[config.mk]
export PLATFORM = sky130hd
export DESIGN_NAME = seg7_scan_driver_flat
export DESIGN_NICKNAME = d
export VERILOG_FILES = /design/src/rtl/seg7_pkg.sv /design/src/rtl/seg7_scan_driver_if.sv /design/src/rtl/seg7_glyph.sv /design/src/rtl/seg7_scan_driver.sv /design/src/flat_wrapper.sv
export SDC_FILE = /design/constraint.sdc
export NUM_CORES = 1
export LEC_CHECK = 0
export ABC_CLOCK_PERIOD_IN_PS = 3220
export CAP_MARGIN = 20
export CORE_AREA = 2 2 77 79
export CTS_BUF_LIST = sky130_fd_sc_hd__clkbuf_4 sky130_fd_sc_hd__clkbuf_8
export CTS_CLUSTER_DIAMETER = 120
export CTS_CLUSTER_SIZE = 16
export DETAILED_ROUTE_END_ITERATION = 8
export DIE_AREA = 0 0 79 81
export PLACE_DENSITY = 0.79
export SYNTH_ARGS = -nofsm -noshare
export SYNTH_HDL_FRONTEND = slang
export SYNTH_SLANG_ARGS = --single-unit
[constraint.sdc]
create_clock -name clk -period 3.22 [get_ports clk]
set_input_delay 0.644 -clock clk [delete_from_list [all_inputs] [get_ports clk]]
set_output_delay 0.644 -clock clk [all_outputs]
set_load 0.05 [all_outputs]
[src/rtl/seg7_pkg.sv]
// Shared constants for the seven-segment scan driver: glyph table, segment bit
// positions and the pending-buffer state encoding.
package seg7_pkg;

  localparam int SEG_A = 0;
  localparam int SEG_B = 1;
  localparam int SEG_C = 2;
  localparam int SEG_D = 3;
  localparam int SEG_E = 4;
  localparam int SEG_F = 5;
  localparam int SEG_G = 6;

  // Entry k is the {g,f,e,d,c,b,a} pattern for code k; hex letters are A,b,C,d,E,F.
  localparam logic [15:0][6:0] GLYPH_TAB = {
    7'h71, 7'h79, 7'h5E, 7'h39, 7'h7C, 7'h77, 7'h6F, 7'h7F,
    7'h07, 7'h7D, 7'h6D, 7'h66, 7'h4F, 7'h5B, 7'h06, 7'h3F
  };

  typedef enum logic {
    PEND_EMPTY = 1'b0,
    PEND_FULL  = 1'b1
  } pend_state_e;

endpackage

[src/rtl/seg7_scan_driver_if.sv]
// Load port of the scan driver: a display word plus decimal points offered
// with a valid/ready handshake.
interface seg7_scan_driver_if #(
  parameter int N_DIGITS = 4
);
  logic                    load_valid;
  logic [4*N_DIGITS-1:0]   load_data;
  logic [N_DIGITS-1:0]     load_dp;
  logic                    load_ready;

  modport master (output load_valid, load_data, load_dp, input load_ready);
  modport slave  (input load_valid, load_data, load_dp, output load_ready);
endinterface

[src/rtl/seg7_glyph.sv]
// Combinational 4-bit code to seven-segment glyph decoder.
import seg7_pkg::*;

module seg7_glyph (
  input  logic [3:0] code,
  output logic [6:0] glyph
);

  always_comb begin
    glyph = GLYPH_TAB[code];
  end

endmodule

[src/rtl/seg7_scan_driver.sv]
// Multiplexed seven-segment driver with a one-deep pending word that is
// promoted only at frame end. Optional macro SEG7_LEAD_ZERO_BLANK_EN.
//
// state      | meaning
// PEND_EMPTY | no word waiting, load_ready high
// PEND_FULL  | word waiting for the next frame end, load_ready low
import seg7_pkg::*;

module seg7_scan_driver #(
  parameter int N_DIGITS = 4,
  parameter int SCAN_DIV = 50000
) (
  input  logic                clk,
  input  logic                rst,
  seg7_scan_driver_if.slave   ld,
  input  logic                blank,
  output logic [6:0]          seg,
  output logic                dp,
  output logic [N_DIGITS-1:0] digit_en
);

  localparam int IDX_W = (N_DIGITS > 1) ? $clog2(N_DIGITS) : 1;
  localparam int DIV_W = $clog2(SCAN_DIV);
  localparam logic [DIV_W-1:0] LAST_DIV = DIV_W'(SCAN_DIV - 1);
  localparam logic [IDX_W-1:0] LAST_IDX = IDX_W'(N_DIGITS - 1);

  logic [DIV_W-1:0]      div_cnt;
  logic [IDX_W-1:0]      idx;
  logic [4*N_DIGITS-1:0] active_word;
  logic [N_DIGITS-1:0]   active_dp;
  logic [4*N_DIGITS-1:0] pend_word;
  logic [N_DIGITS-1:0]   pend_dp;
  pend_state_e           pend_state;
  pend_state_e           pend_next;

  logic       div_wrap;
  logic       frame_end;
  logic       xfer;
  logic       promote;
  logic [3:0] cur_code;
  logic [6:0] cur_glyph;
  logic [6:0] seg_lit;

  assign div_wrap  = (div_cnt == LAST_DIV);
  assign frame_end = div_wrap && (idx == LAST_IDX);

  always_ff @(posedge clk or posedge rst) begin
    if (rst) begin
      pend_state <= PEND_EMPTY;
    end else begin
      pend_state <= pend_next;
    end
  end

  always_comb begin
    pend_next = pend_state;
    case (pend_state)
      PEND_EMPTY: if (ld.load_valid) pend_next = PEND_FULL;
      PEND_FULL:  if (frame_end)     pend_next = PEND_EMPTY;
      default:    pend_next = PEND_EMPTY;
    endcase
  end

  // load_ready depends on state only, so a master may wait on it combinationally.
  always_comb begin
    ld.load_ready = (pend_state == PEND_EMPTY);
    xfer          = ld.load_valid && (pend_state == PEND_EMPTY);
    promote       = frame_end && (pend_state == PEND_FULL);
  end

  always_ff @(posedge clk or posedge rst) begin
    if (rst) begin
      div_cnt     <= '0;
      idx         <= '0;
      active_word <= '0;
      active_dp   <= '0;
      pend_word   <= '0;
      pend_dp     <= '0;
    end else begin
      if (div_wrap) begin
        div_cnt <= '0;
        idx     <= (idx == LAST_IDX) ? '0 : idx + IDX_W'(1);
      end else begin
        div_cnt <= div_cnt + DIV_W'(1);
      end
      if (xfer) begin
        pend_word <= ld.load_data;
        pend_dp   <= ld.load_dp;
      end
      if (promote) begin
        active_word <= pend_word;
        active_dp   <= pend_dp;
      end
    end
  end

  assign cur_code = active_word[4*idx +: 4];

  seg7_glyph u_glyph (
    .code  (cur_code),
    .glyph (cur_glyph)
  );

`ifdef SEG7_LEAD_ZERO_BLANK_EN
  logic [N_DIGITS-1:0] lead_zero;
  logic                above_zero;

  // Digit k is a leading zero when it and every digit above it are zero.
  always_comb begin
    lead_zero  = '0;
    above_zero = 1'b1;
    for (int k = N_DIGITS - 1; k >= 1; k--) begin
      above_zero   = above_zero && (active_word[4*k +: 4] == 4'h0);
      lead_zero[k] = above_zero;
    end
  end

  assign seg_lit = lead_zero[idx] ? 7'h00 : cur_glyph;
`else
  assign seg_lit = cur_glyph;
`endif

  always_ff @(posedge clk or posedge rst) begin
    if (rst) begin
      seg      <= '0;
      dp       <= 1'b0;
      digit_en <= '0;
    end else if (blank) begin
      seg      <= '0;
      dp       <= 1'b0;
      digit_en <= '0;
    end else begin
      seg      <= seg_lit;
      dp       <= active_dp[idx];
      digit_en <= N_DIGITS'(1) << idx;
    end
  end

endmodule

[src/flat_wrapper.sv]
// flat-port wrapper written by rule: the top's interface ports become plain ports
module seg7_scan_driver_flat 
#(
  parameter int N_DIGITS = 4,
  parameter int SCAN_DIV = 50000
)
  (clk, rst, blank, seg, dp, digit_en, ld_load_valid, ld_load_data, ld_load_dp, ld_load_ready);
  seg7_scan_driver_if #(.N_DIGITS(N_DIGITS)) ld_i ();
  input  logic clk;
  input  logic rst;
  input  logic blank;
  output logic [6:0] seg;
  output logic dp;
  output logic [N_DIGITS-1:0] digit_en;
  input wire logic [$bits(ld_i.load_valid)-1:0] ld_load_valid;
  input wire logic [$bits(ld_i.load_data)-1:0] ld_load_data;
  input wire logic [$bits(ld_i.load_dp)-1:0] ld_load_dp;
  output wire logic [$bits(ld_i.load_ready)-1:0] ld_load_ready;
  assign ld_i.load_valid = ld_load_valid;
  assign ld_i.load_data = ld_load_data;
  assign ld_i.load_dp = ld_load_dp;
  assign ld_load_ready = ld_i.load_ready;
  seg7_scan_driver #(.N_DIGITS(N_DIGITS), .SCAN_DIV(SCAN_DIV)) u_core (.clk(clk), .rst(rst), .ld(ld_i), .blank(blank), .seg(seg), .dp(dp), .digit_en(digit_en));
endmodule
==> reports/metrics.cfg <==
[synthesis]
syn_nets=271
ys_warn_count=0
synth_cell_type_count=36
avgSynthCellArea_um2=13.34
ys_seq_area_share_pct=56.42
ys_top_cells_by_count=71 x dfrtp_1, 22 x mux2_2, 19 x mux2_1
netlist_top_cells_area=dfrtp_1 56%, mux2_2 7.9%, mux2_1 6.8%
synth_top_area_share_pct=56.42
ys_async_sr_fraction_pct=100.0
synth_area_leader_cell=dfrtp_1
syn_inst=236
syn_area_um2=3149
synth_edf_count=0
ys_ff_latch=71
synth.most_common_cell=dfrtp_1
synth-main-ff-cell=dfrtp_1

[cts]
cts_buffer_depth=2
cts_resized=0
cts_buffers=9
cts-root-buf=clkbuf_8
path_clk_slew_ns=0.07
clk_latency_ns=0.34
cts_tree=yes
htree_levels=3
cts.sinks=71
hold_buffers=0
post_cts_buffers=0

[critical_path]
r2r_slack_ns=1.07
startpoint=u_core.pend_state
setup.worst_path.end=ld_load_ready
timing.rr.end=u_core.seg[5]
cp-end-kind=primary output
cp_cell_sequence=inv_1 -> clkdlybuf4s50_1
cp_max_fo=4
startpoint_type=flop
crit_type=flop to primary output
cp.required_ns=2.58
slowest_delay_ns=0.79
slowest_stage=clkdlybuf4s50_1
r2r_cells=6
arrival_ns=1.62
timing.rr.start=u_core.idx[0]

[global_routing]
grt_pass1_vias=1910
grt_max_degree=43
overflow=0
antenna_found_initial=0
grt_pass1_wl_mm=8.790
grt_usage_pct=18.54

[routing]
wl_mm=5.104
avgRoutedWirePerCell_um=14.38
postRouteAntennaNets=0
routed_via_density=5.251
dr.first_iter.drc_count=86
first_pass_iters=4
num_vias=1864
drc=0

[placement]
dp_slack_ns=1.091
gp_congestion=0.7829
hpwl_mm=3.573
portBuffers=36

[power_and_ir_drop]
combPwrFrac_pct=6.1
internal-power_mw=1.347
power_switching_uw=362.1
pwr-share-clk_pct=38.8
power_density_nw_per_um2=453.7
power_leakage_nw=1.732
p_sw_share_pct=21.19
seqPwrFrac_pct=55.1
max-vdd-ir-drop_uv=297.0

[sta]
max_freq_mhz=441.4
tns_ns=0
clock_skew_ns=0.009631
layout_setup_ws_ns=0.9546
rsz0062_at_grt=false
tightest_slew_ns=0.6074
min_period_over_period_pct=70.35
maxSlewViolCount=0
slew_headroom_pct=59.45
finalHoldViolations=0
final-setup-viol-count=0
period_minus_slack_ns=2.265

[layout]
drive_gt1_share_pct=18.21
final.fill_count=428
antennaDiodeCount=0
seq_area_um2=1777
nets=312
syn_to_final_growth_pct=19.59
multiInputGateArea_um2=1276

[status]
status=complete, no violations

[floorplanning]
start_util_pct=55.49
ioPinCount=37
die_y_um=81
die_area_um2=6399
die_w_um=79
coreArea_um2=5675
std_cell_rows=28

[hold_path]
min-delay-start=u_core.pend_word[8]
hold_path.class=flop to flop

[flow_run]
maxCapViolCount=0

[critical path: cells and delay by family, from the launching register on]
kind | cells | cell delay (ns)
buf+inv | 2 | 0.86
flops | 1 | 0.42
[logic make-up after synthesis]
kind of cell / Yosys count / share of synthesized area [%]
xor gates and xnor gates: 12 / 3.337
AOI/OAI and AO/OA: 17 / 3.417
muxes: 49 / 19.19
and+or+nand+nor: 57 / 10.21
buffers and inverters: 19 / 3.059
adders and majority gates: 11 / 4.370
DFF: 71 / 56.42
[how the worst min path moves through the flow]
stage,to,slack [ns],cells past startpoint
after CTS,u_core.active_word[8],0.48,1
after detailed placement,u_core.active_word[3],0.47,1
final,u_core.active_word[8],0.48,1
after global routing,u_core.active_word[14],0.50,1
after floorplan,u_core.active_dp[2],0.45,1
after global placement,u_core.active_word[8],0.46,1
[cell type report]
type,count,area share (%)
clock buffers,14,4.950
flip-flops and latches,71,47.18
well taps,75,2.492
inverters,10,0.9967
repair buffers,39,10.50
multi-input cells,146,33.89
[per-stage QoR]
step	cell area [µm²]	total power, mW	util, %	hold slack (ns)	instances
final	3766	1.709	66.36	0.4812	355
after global routing	3766	1.785	66.36	0.4991	355
after CTS	3766	1.733	66.36	0.4838	355
after detailed placement	3580	1.066	63.07	0.4738	341
after global placement	3580	1.062	63.07	0.4619	341
after floorplan	3149	1.011	-	0.4524	236
[registers in the layout, summed over array words and instances (netlist names)]
signal,cells
u_core.active_word,16
u_core.active_dp,4
u_core.pend_word,16
u_core.seg,7
u_core.pend_state,1
u_core.digit_en,4
u_core.idx,2
u_core.dp,1
u_core.pend_dp,4
u_core.div_cnt,16
[power by group through the flow]
stage | Sequential [mW] | Combinational [mW] | Clock (mW)
6_report | 0.941 | 0.105 | 0.663
5_1_grt | 0.945 | 0.116 | 0.724
4_1_cts | 0.942 | 0.108 | 0.684
3_5_place_dp | 0.958 | 0.107 | 0
3_3_place_gp | 0.957 | 0.105 | 0
2_1_floorplan | 0.969 | 0.0423 | 0
[layer usage]
layer / track usage [%] / share of wire [%]
met2: 28.14 / 48
met4: 11.90 / 2.4
met3: 4.444 / 3.1
met5: 0 / 0
met1: 24.10 / 46
[layout by cell type, fill, tap and decap left out, types with 2 or more instances in the layout]
cell | Yosys | layout
xnor2_1 | 8 | 8
buf_4 | 0 | 2
a311oi_1 | 3 | 3
xor2_1 | 4 | 4
nand2_1 | 9 | 9
dfrtp_1 | 71 | 71
nor4_1 | 2 | 2
a211oi_1 | 2 | 2
nor2_1 | 18 | 18
inv_1 | 10 | 9
clkdlybuf4s50_1 | 0 | 36
a21oi_1 | 6 | 6
mux2_1 | 19 | 19
nand4_1 | 3 | 3
nand3_1 | 5 | 5
clkbuf_8 | 0 | 13
or4_1 | 2 | 2
o21ai_0 | 4 | 4
ha_1 | 11 | 11
mux4_2 | 5 | 5
or2_2 | 3 | 3
nor2b_1 | 7 | 7
mux2_2 | 22 | 22
mux2i_1 | 3 | 3
No activity file was read; power rests on OpenSTA's default activity.
